### src/rtl/pt_pkg.sv
// pt_pkg: shared state encoding and default constants for the QRS decision logic
package pt_pkg;
    typedef enum logic [1:0] {LEARN, DETECT, REFRACT} state_t;
    localparam int PT_DATA_WIDTH     = 16;
    localparam int PT_COUNT_WIDTH    = 12;
    localparam int PT_LEARN_CYCLES   = 400;
    localparam int PT_REFRACT_CYCLES = 40;
    localparam int PT_RR_MAX         = 400;
endpackage

### src/rtl/pt_level_avg.sv
// pt_level_avg: one-eighth running-average step, clamped to [0, max positive]
module pt_level_avg #(
    parameter int DATA_WIDTH = 16
) (
    input  logic signed [DATA_WIDTH-1:0] level,
    input  logic signed [DATA_WIDTH-1:0] sample,
    output logic signed [DATA_WIDTH-1:0] result
);
    localparam int W = DATA_WIDTH + 2;
    localparam logic signed [W-1:0] TOP = W'({1'b0, {(DATA_WIDTH-1){1'b1}}});
    logic signed [W-1:0] sum;
    always_comb begin
        sum = W'(level) - W'(level >>> 3) + W'(sample >>> 3);
        result = sum < 0 ? '0 : sum > TOP ? TOP[DATA_WIDTH-1:0] : sum[DATA_WIDTH-1:0];
    end
endmodule

### src/rtl/qrs_decision_ctrl.sv
// qrs_decision_ctrl: learn/detect/refractory QRS classifier with adaptive threshold
module qrs_decision_ctrl
    import pt_pkg::*;
#(
    parameter int DATA_WIDTH     = PT_DATA_WIDTH,
    parameter int COUNT_WIDTH    = PT_COUNT_WIDTH,
    parameter int LEARN_CYCLES   = PT_LEARN_CYCLES,
    parameter int REFRACT_CYCLES = PT_REFRACT_CYCLES,
    parameter int RR_MAX         = PT_RR_MAX
) (
    input  logic                          clk,
    input  logic                          rst,
    input  logic                          en,
    input  logic                          peak_flag,
    input  logic signed [DATA_WIDTH-1:0]  peak_val,
    output logic                          timer_activation,
    output logic                          qrs_valid,
    output logic signed [DATA_WIDTH-1:0]  qrs_amp,
    output logic                          noise_valid,
    output logic                          missed,
    output logic signed [DATA_WIDTH-1:0]  threshold,
    output logic [COUNT_WIDTH-1:0]        rr_count
);
    localparam int W = DATA_WIDTH + 2;
    localparam logic signed [W-1:0] TOP = W'({1'b0, {(DATA_WIDTH-1){1'b1}}});
    localparam logic signed [W-1:0] BOT = -TOP - W'(1);
    localparam logic [COUNT_WIDTH-1:0] LEARN_LIM = COUNT_WIDTH'(LEARN_CYCLES);
    localparam logic [COUNT_WIDTH-1:0] REF_LIM   = COUNT_WIDTH'(REFRACT_CYCLES);
    localparam logic [COUNT_WIDTH-1:0] RR_LIM    = COUNT_WIDTH'(RR_MAX);

    state_t state;
    logic [COUNT_WIDTH-1:0] phase, phase_next, rr_cnt, rr_next;
    logic signed [DATA_WIDTH-1:0] spki, npki, pk_max, pk_clamp, pk_new, spki_qrs, npki_noise;
    logic signed [W-1:0] thr_wide;
    logic qrs_hit, noise_hit, timeout;

    pt_level_avg #(.DATA_WIDTH(DATA_WIDTH)) u_spki (.level(spki), .sample(peak_val), .result(spki_qrs));
    pt_level_avg #(.DATA_WIDTH(DATA_WIDTH)) u_npki (.level(npki), .sample(peak_val), .result(npki_noise));

    always_comb begin
        phase_next = phase + 1'b1;
        rr_next = &rr_cnt ? rr_cnt : rr_cnt + 1'b1;
        pk_clamp = peak_val[DATA_WIDTH-1] ? '0 : peak_val;
        pk_new = (peak_flag && pk_clamp > pk_max) ? pk_clamp : pk_max;
        thr_wide = W'(npki) + ((W'(spki) - W'(npki)) >>> 2);
        threshold = thr_wide > TOP ? TOP[DATA_WIDTH-1:0] : thr_wide < BOT ? BOT[DATA_WIDTH-1:0] : thr_wide[DATA_WIDTH-1:0];
        qrs_hit = en && state == DETECT && peak_flag && peak_val >= threshold;
        noise_hit = en && state == DETECT && peak_flag && peak_val < threshold;
        // a simultaneous QRS decision suppresses the timeout
        timeout = en && state == DETECT && !qrs_hit && rr_next >= RR_LIM;
        timer_activation = state == REFRACT;
    end

    always_ff @(posedge clk) begin
        if (rst) begin
            state       <= LEARN;
            phase       <= '0;
            rr_cnt      <= '0;
            spki        <= '0;
            npki        <= '0;
            pk_max      <= '0;
            qrs_valid   <= 1'b0;
            noise_valid <= 1'b0;
            missed      <= 1'b0;
            qrs_amp     <= '0;
            rr_count    <= '0;
        end else begin
            qrs_valid   <= qrs_hit;
            noise_valid <= noise_hit;
            missed      <= timeout;
            if (en) begin
                case (state)
                    LEARN: begin
                        pk_max <= pk_new;
                        phase  <= phase_next;
                        if (phase_next == LEARN_LIM) begin
                            spki  <= pk_new >>> 2;
                            npki  <= pk_new >>> 3;
                            phase <= '0;
                            state <= DETECT;
                        end
                    end
                    DETECT: begin
                        rr_cnt <= rr_next;
                        if (qrs_hit) begin
                            spki     <= spki_qrs;
                            qrs_amp  <= peak_val;
                            rr_count <= rr_next;
                            rr_cnt   <= '0;
                            phase    <= '0;
                            state    <= REFRACT;
                        end else begin
                            if (noise_hit) npki <= npki_noise;
                            if (timeout) begin
                                spki   <= spki >>> 1;
                                rr_cnt <= '0;
                            end
                        end
                    end
                    REFRACT: begin
                        rr_cnt <= rr_next;
                        phase  <= phase_next;
                        if (phase_next == REF_LIM) begin
                            phase <= '0;
                            state <= DETECT;
                        end
                    end
                    default: state <= LEARN;
                endcase
            end
        end
    end
endmodule

### config.mk
export PLATFORM = sky130hd
export DESIGN_NAME = qrs_decision_ctrl
export DESIGN_NICKNAME = d
export VERILOG_FILES = /design/src/rtl/pt_pkg.sv /design/src/rtl/pt_level_avg.sv /design/src/rtl/qrs_decision_ctrl.sv
export SDC_FILE = /design/constraint.sdc
export NUM_CORES = 1
export LEC_CHECK = 0
export CORE_MARGIN = 2
export CORE_UTILIZATION = 60
export CTS_CLUSTER_DIAMETER = 200
export DETAILED_ROUTE_END_ITERATION = 12
export DONT_BUFFER_PORTS = 1
export PLACE_DENSITY = 0.76
export REMOVE_ABC_BUFFERS = 1
export SETUP_SLACK_MARGIN = 0.4
export SLEW_MARGIN = 10
export SYNTH_ARGS = -nofsm -noshare
export SYNTH_HDL_FRONTEND = slang
export SYNTH_HIERARCHICAL = 1
export SYNTH_SLANG_ARGS = --single-unit
### constraint.sdc
create_clock -name clk -period 14.82 [get_ports clk]
set_input_delay 2.964 -clock clk [delete_from_list [all_inputs] [get_ports clk]]
set_output_delay 2.964 -clock clk [all_outputs]
set_load 0.01 [all_outputs]
; ---- Word level (Yosys, flattened, before mapping)
; Cells that the tools add are included.
[totals]
mem_bits_ro = 0
in_bits = 20
word_cells = 91
ramBits = 0
n_memories = 0
ff_bits = 105
latch_bits = 0
[op_classes]
mul = 0
n_div = 0
shifts = 0
reduce_logical = 22
n_eq_ne = 10
addsub = 8
n_bitwise = 0
mux = 28
n_lt_le_gt_ge = 10
[ops]
columns = cell, count
row1 = $mux 16, 12
row2 = $mux 12, 6
row3 = $pmux 16 s2, 2
row4 = $add 17x13->18, 2
row5 = $gt 18x16->1 const B, 2
row6 = $lt 18x1->1 const B, 2
row7 = $pmux 12 s3, 1
row8 = $sub 16x13->17, 2
row9 = $mux 15, 2
row10 = $add 12x1->12 const B, 2
row11 = $pmux 12 s2, 1
row12 = $add 16x15->17, 1
row13 = $gt 17x16->1 const B, 1
row14 = $lt 17x16->1 const B, 1
row15 = $sub 16x16->17, 1
row16 = $ge 16x16->1, 1
row17 = $gt 16x16->1, 1
row18 = $lt 16x16->1, 1
row19 = $eq 12x6->1 const B, 1
row20 = $eq 12x9->1 const B, 1
row21 = $ge 12x9->1 const B, 1
row22 = $reduce_and 12->1, 1
row23 = $reduce_and 4->1, 3
row24 = $reduce_and 3->1, 3
row25 = 14 further kinds, 27

; ---- Longest topological paths before layout
[logic_depth]
ltp_word = 13
ltp_mapped = 31

; ---- Hierarchy
; Netlist, hierarchy kept.
[by_module_without_submodules]
columns = module, cells_each, seq_area_each_um2, n_inst, area_per_inst_um2
row1 = qrs_decision_ctrl, 967, 2102.0, 1, 7701.1
row2 = pt_level_avg at u_npki, 239, 0.0, 1, 1665.3
row3 = pt_level_avg at u_spki, 195, 0.0, 1, 1506.4

; ---- Worst setup path before layout
; OpenSTA, ideal clock, no wires.
[synth_path]
kind = flip-flop to output port
startpoint = register npki[2]
endpoint = output port threshold[4]
setup_slack_ps = 7716
path_stages_with_launch = 20
t_arrival_ps = 4140
path_buffers = 1
cell_sequence = dfxtp_1 inv_1 ha_1 a21o_1 a31o_2 a41o_1 a31o_2 a221oi_2 nor2b_1 o21ai_0 a21oi_1 ha_1 and2_1 a22o_1 a31oi_1 mux2i_1 a211oi_2 nor2_1 buf_2 o21a_1
[synth_between]
elab_chain_len = 5
elab_cells_between_ends = 6
classes_between = add/sub (2) / order compare (2) / mux (2)
[synth_rtl]
columns = item, line_no
row1 = from (decl), qrs_decision_ctrl.sv:33  ; logic signed [DATA_WIDTH-1:0] spki, npki, pk_max, pk_clamp, pk_new, spki_qrs, npki_noise;
row2 = from (signal assigned), qrs_decision_ctrl.sv:78  ; npki <= pk_new >>> 3;
row3 = from (signal assigned), qrs_decision_ctrl.sv:93  ; if (noise_hit) npki <= npki_noise;
row4 = $sub 16x16->17, qrs_decision_ctrl.sv:45  ; thr_wide = W'(npki) + ((W'(spki) - W'(npki)) >>> 2);
row5 = $add 16x15->17 (*), qrs_decision_ctrl.sv:45
row6 = $lt 17x16->1, qrs_decision_ctrl.sv:46  ; threshold = thr_wide > TOP ? TOP[DATA_WIDTH-1:0] : thr_wide < BOT ? BOT[DATA_WIDTH-1:0] : thr_wide[DATA_WIDTH- ...
row7 = $mux 16, qrs_decision_ctrl.sv:46
row8 = $mux 16 (*), qrs_decision_ctrl.sv:46
row9 = to (decl), qrs_decision_ctrl.sv:21  ; output logic signed [DATA_WIDTH-1:0] threshold,
; Every way passes the cells marked *; elsewhere a longest branch is shown, timed or not.

; ---- Worst setup path after layout
[layout_path]
startpoint = register npki[2]
endpoint = output port threshold[1]
; The elaborated chain is that of the path after synthesis.

==> summary.md <==
| Metric | Value |
|---|---|
| Crit Path Class | reg2out |
| Primary FF master, synth | dfxtp_1 |
| Synth cell types | between 90 and 100 |
| Worst-path clk slew | 0.08 ns |
| Final-report setup violation count | 0 |
| Status | complete, no violations |
| Max-slew violations | 0 |
| Die area | roughly 19,000 um^2 |
| Max clock buf depth | 2 |
| WP data arrival | approximately 5.3 ns |
| Clock sink total | 105 |
| Vias per inst | 6.24 |
| Vias in the first global route | 9,315 |
| YS warnings | 6 |
| CP endpoint kind | primary output |
| Synthesized area | 10,900 um^2 |
| Post-synthesis cell count | 1,401 |
| ANT nets after route | 0 |
| Detail Placement HPWL | approximately 22 mm |
| Finished Layout Cells | 1,584 |
| FF/Latch Area | 2100 um^2 |
| Normalized max-slew margin | 29.2% |
| Initial antenna violation count | 0 |
| Worst Hold Class | reg2reg |
| Hold buffers post-CTS | 0 |
| Avg Cell Area, Syn | 7.76 um^2 |
| Worst Tran Pin Value | 1.06 ns |
| Inst Count DP | ~1,600 |
| Ports | 68 |
| Data required, critical path | approximately 12 ns |
| Global-route wire length before repair | 47.7 mm |
| Final WL | 29.3 mm |
| Cts repair resizes | 0 |
| Drt initial violations | 660 |
| GP Congestion | roughly 0.93 |
| Die X | 139 um |
| CTS tree | done |
| Fin nets | 1,505 |
| Crit start category | register |
| Setup Fix Bufs, Post-CTS | 0 |
| GRT overflow | 0 |
| GRT Util Overall | 30.2% |
| H-tree levels | 3 |
| Pwr/cell area | between 60 and 70 nW/um^2 |
| Post-synthesis sequential area ratio | 19.3% |
| Post-synth EDFFs | 0 |
| Cell Rows | between 40 and 50 |
| CORE AREA | 17,800 um^2 |
| Area of the multi-input gates | 7840 um^2 |
| Initial DRT Pass Iterations | 6 |
| Period utilization | 55.6% |
| FFs w/ async S/R, synth | 0% |
| FF+latch count, synth | 105 |
| Setup TNS | 0 ns |
| P&R area growth vs syn | 2.90% |
| Clk Latency, worst-skew pair | 0.36 ns |
| PortBufs | 0 |
| Worst-path maximum fanout | 25 |
| Initial Util | 60.9% |
| Max-cap violations | 0 |
| Pin count of the biggest net entering global routing | 102 |
| DR WL/cell | 18.5 um |
| Clock root buffer | clkbuf_16 |
| Hold Fails Final Rpt | 0 |
| Clock skew | between 0.01 and 0.015 ns |
| VDD IR max | between 50 and 60 uV |
| Via count | 9,891 |
| CTS Buf Count | 9 |
| Filler cells | between 1,500 and 2,000 |
| DR DRC count | 0 |
| Max Freq | about 0.12 GHz |
| Final min period | a little over 8 ns |
| RSZ-0062 raised after global routing | false |
| # diodes | 0 |
| Share of post-route cells with drive strength above 1 | slightly above 7% |
| Total leakage power | 4.61 nW |
| Die Y | 139 um |
## cell usage after synthesis (13+ instances only)
| library cell | n | area share (%) |
|---|---|---|
| a211oi_1 | 29 | 2.0 |
| a21o_1 | 31 | 2.1 |
| a21oi_1 | 113 | 5.2 |
| a22o_1 | 16 | 1.3 |
| buf_2 | 19 | 0.87 |
| clkbuf_1 | 36 | 1.2 |
| dfxtp_1 | 105 | 19 |
| fa_1 | 31 | 5.7 |
| ha_1 | 104 | 12 |
| inv_1 | 157 | 5.4 |
| mux2_2 | 13 | 1.3 |
| mux2i_1 | 21 | 1.9 |
| nand2_1 | 108 | 3.7 |
| nand2b_1 | 15 | 0.86 |
| nand3_1 | 26 | 1.2 |
| nand3b_1 | 16 | 1.1 |
| nand4_1 | 13 | 0.75 |
| nor2_1 | 143 | 4.9 |
| nor2b_1 | 36 | 2.1 |
| nor3_1 | 14 | 0.64 |
| o21a_1 | 14 | 0.97 |
| o21ai_0 | 60 | 2.8 |
| xnor2_1 | 36 | 2.9 |
| xor2_1 | 20 | 1.6 |
## layout by cell type, fill, tap and decap left out, types with 8 or more instances in the layout
master,synthesis,routed
a211oi_1,29,29
a21o_1,31,31
a21oi_1,113,113
a22o_1,16,16
a311oi_1,10,10
a31oi_1,9,9
a31oi_2,9,9
and2_1,11,10
and3_1,12,12
clkbuf_16,0,9
dfxtp_1,105,105
fa_1,31,31
ha_1,104,104
inv_1,157,157
mux2_2,13,13
mux2i_1,21,21
nand2_1,108,108
nand2b_1,15,15
nand3_1,26,26
nand3b_1,16,16
nand4_1,13,13
nor2_1,143,143
nor2b_1,36,35
nor3_1,14,14
o211ai_1,12,12
o21a_1,14,14
o21ai_0,60,60
o21ai_1,10,10
o31ai_1,8,8
o41ai_1,11,11
or3_1,8,8
xnor2_1,36,36
xor2_1,20,20
## metrics by stage
| stage | util [%] | power (mW) | setup WS (ns) | hold WS, ns | area (um^2) |
|---|---|---|---|---|---|
| global route | 62.7 | 0.727 | 6.28 | 0.520 | 11200 |
| floorplan | - | 0.413 | 7.33 | 0.444 | 10500 |
| CTS | 62.7 | 0.696 | 6.62 | 0.485 | 11200 |
| detailed placement | 60.9 | 0.444 | 7.03 | 0.474 | 10900 |
| finish | 62.7 | 0.698 | 6.58 | 0.488 | 11200 |
| global placement | 60.9 | 0.441 | 7.18 | 0.460 | 10900 |
## layer usage
layer,share of wire (%),global-route usage [%],up-vias
li1,-,-,4813
met3,6.8,3.42,62
met4,3.6,11.1,0
met5,0,0,-
met2,47,51.6,364
met1,42,39.7,4652
## worst paths after layout
check | from | cells past startpoint | end | slack [ns]
setup / recovery | npki[2] | 18 | threshold[1] | 6.58
hold / removal | phase[11] | 1 | phase[11] | 0.49
setup reg to reg | npki[2] | 27 | spki[4] | 7.38
hold reg to reg | phase[11] | 1 | phase[11] | 0.49
## logic make-up (layout without fill, tap and decap cells)
| logic type | Yosys count | after routing | synth area share, % |
|---|---|---|---|
| xor+xnor | 56 | 56 | 4.51 |
| simple gates | 441 | 441 | 20.3 |
| flops | 105 | 105 | 19.3 |
| other cells | 2 | 2 | 0.0691 |
| buf+inv | 227 | 181 | 8.65 |
| mux | 34 | 34 | 3.28 |
| compound gates | 399 | 399 | 26.0 |
| fa+ha+maj | 137 | 137 | 17.9 |
## final cells by class
cell class                 instances  share of cell area, %
inverter                         158                   5.30
sequential                       105                   18.8
tap                              229                   2.56
clock inverter                     5                  0.537
timing repair buffer               7                  0.470
multi-input combinational       1069                   70.1
clock buffer                      11                   2.26
## power by group
part           internal [mW]  total, mW  switching, mW
Combinational         0.0624      0.154         0.0918
Sequential             0.284      0.286        0.00209
Clock                  0.142      0.258          0.117
## registers in the layout (all words and copies together) (netlist names)
register and cells:
npki 16, phase 12, noise_valid 1, qrs_valid 1, pk_max 16, rr_count 12
state 2, rr_cnt 12, missed 1, qrs_amp 16, spki 16
## critical path, stage by stage, from the launching register on
cell and delay [ns]:
dfxtp_1 0.40, inv_1 0.06, ha_1 0.31, a21o_1 0.17
a31o_2 0.23, a41o_1 0.28, a31o_2 0.29, a221oi_2 0.37
nor2b_1 0.11, nor2_1 0.14, xnor2_1 0.14, ha_1 0.30
and2_1 0.22, a22o_1 0.20, a31oi_1 0.26, mux2i_1 0.16
a211oi_2 0.31, nand2_1 0.54, a21o_1 0.41
No activity file was read; power rests on OpenSTA's default activity.
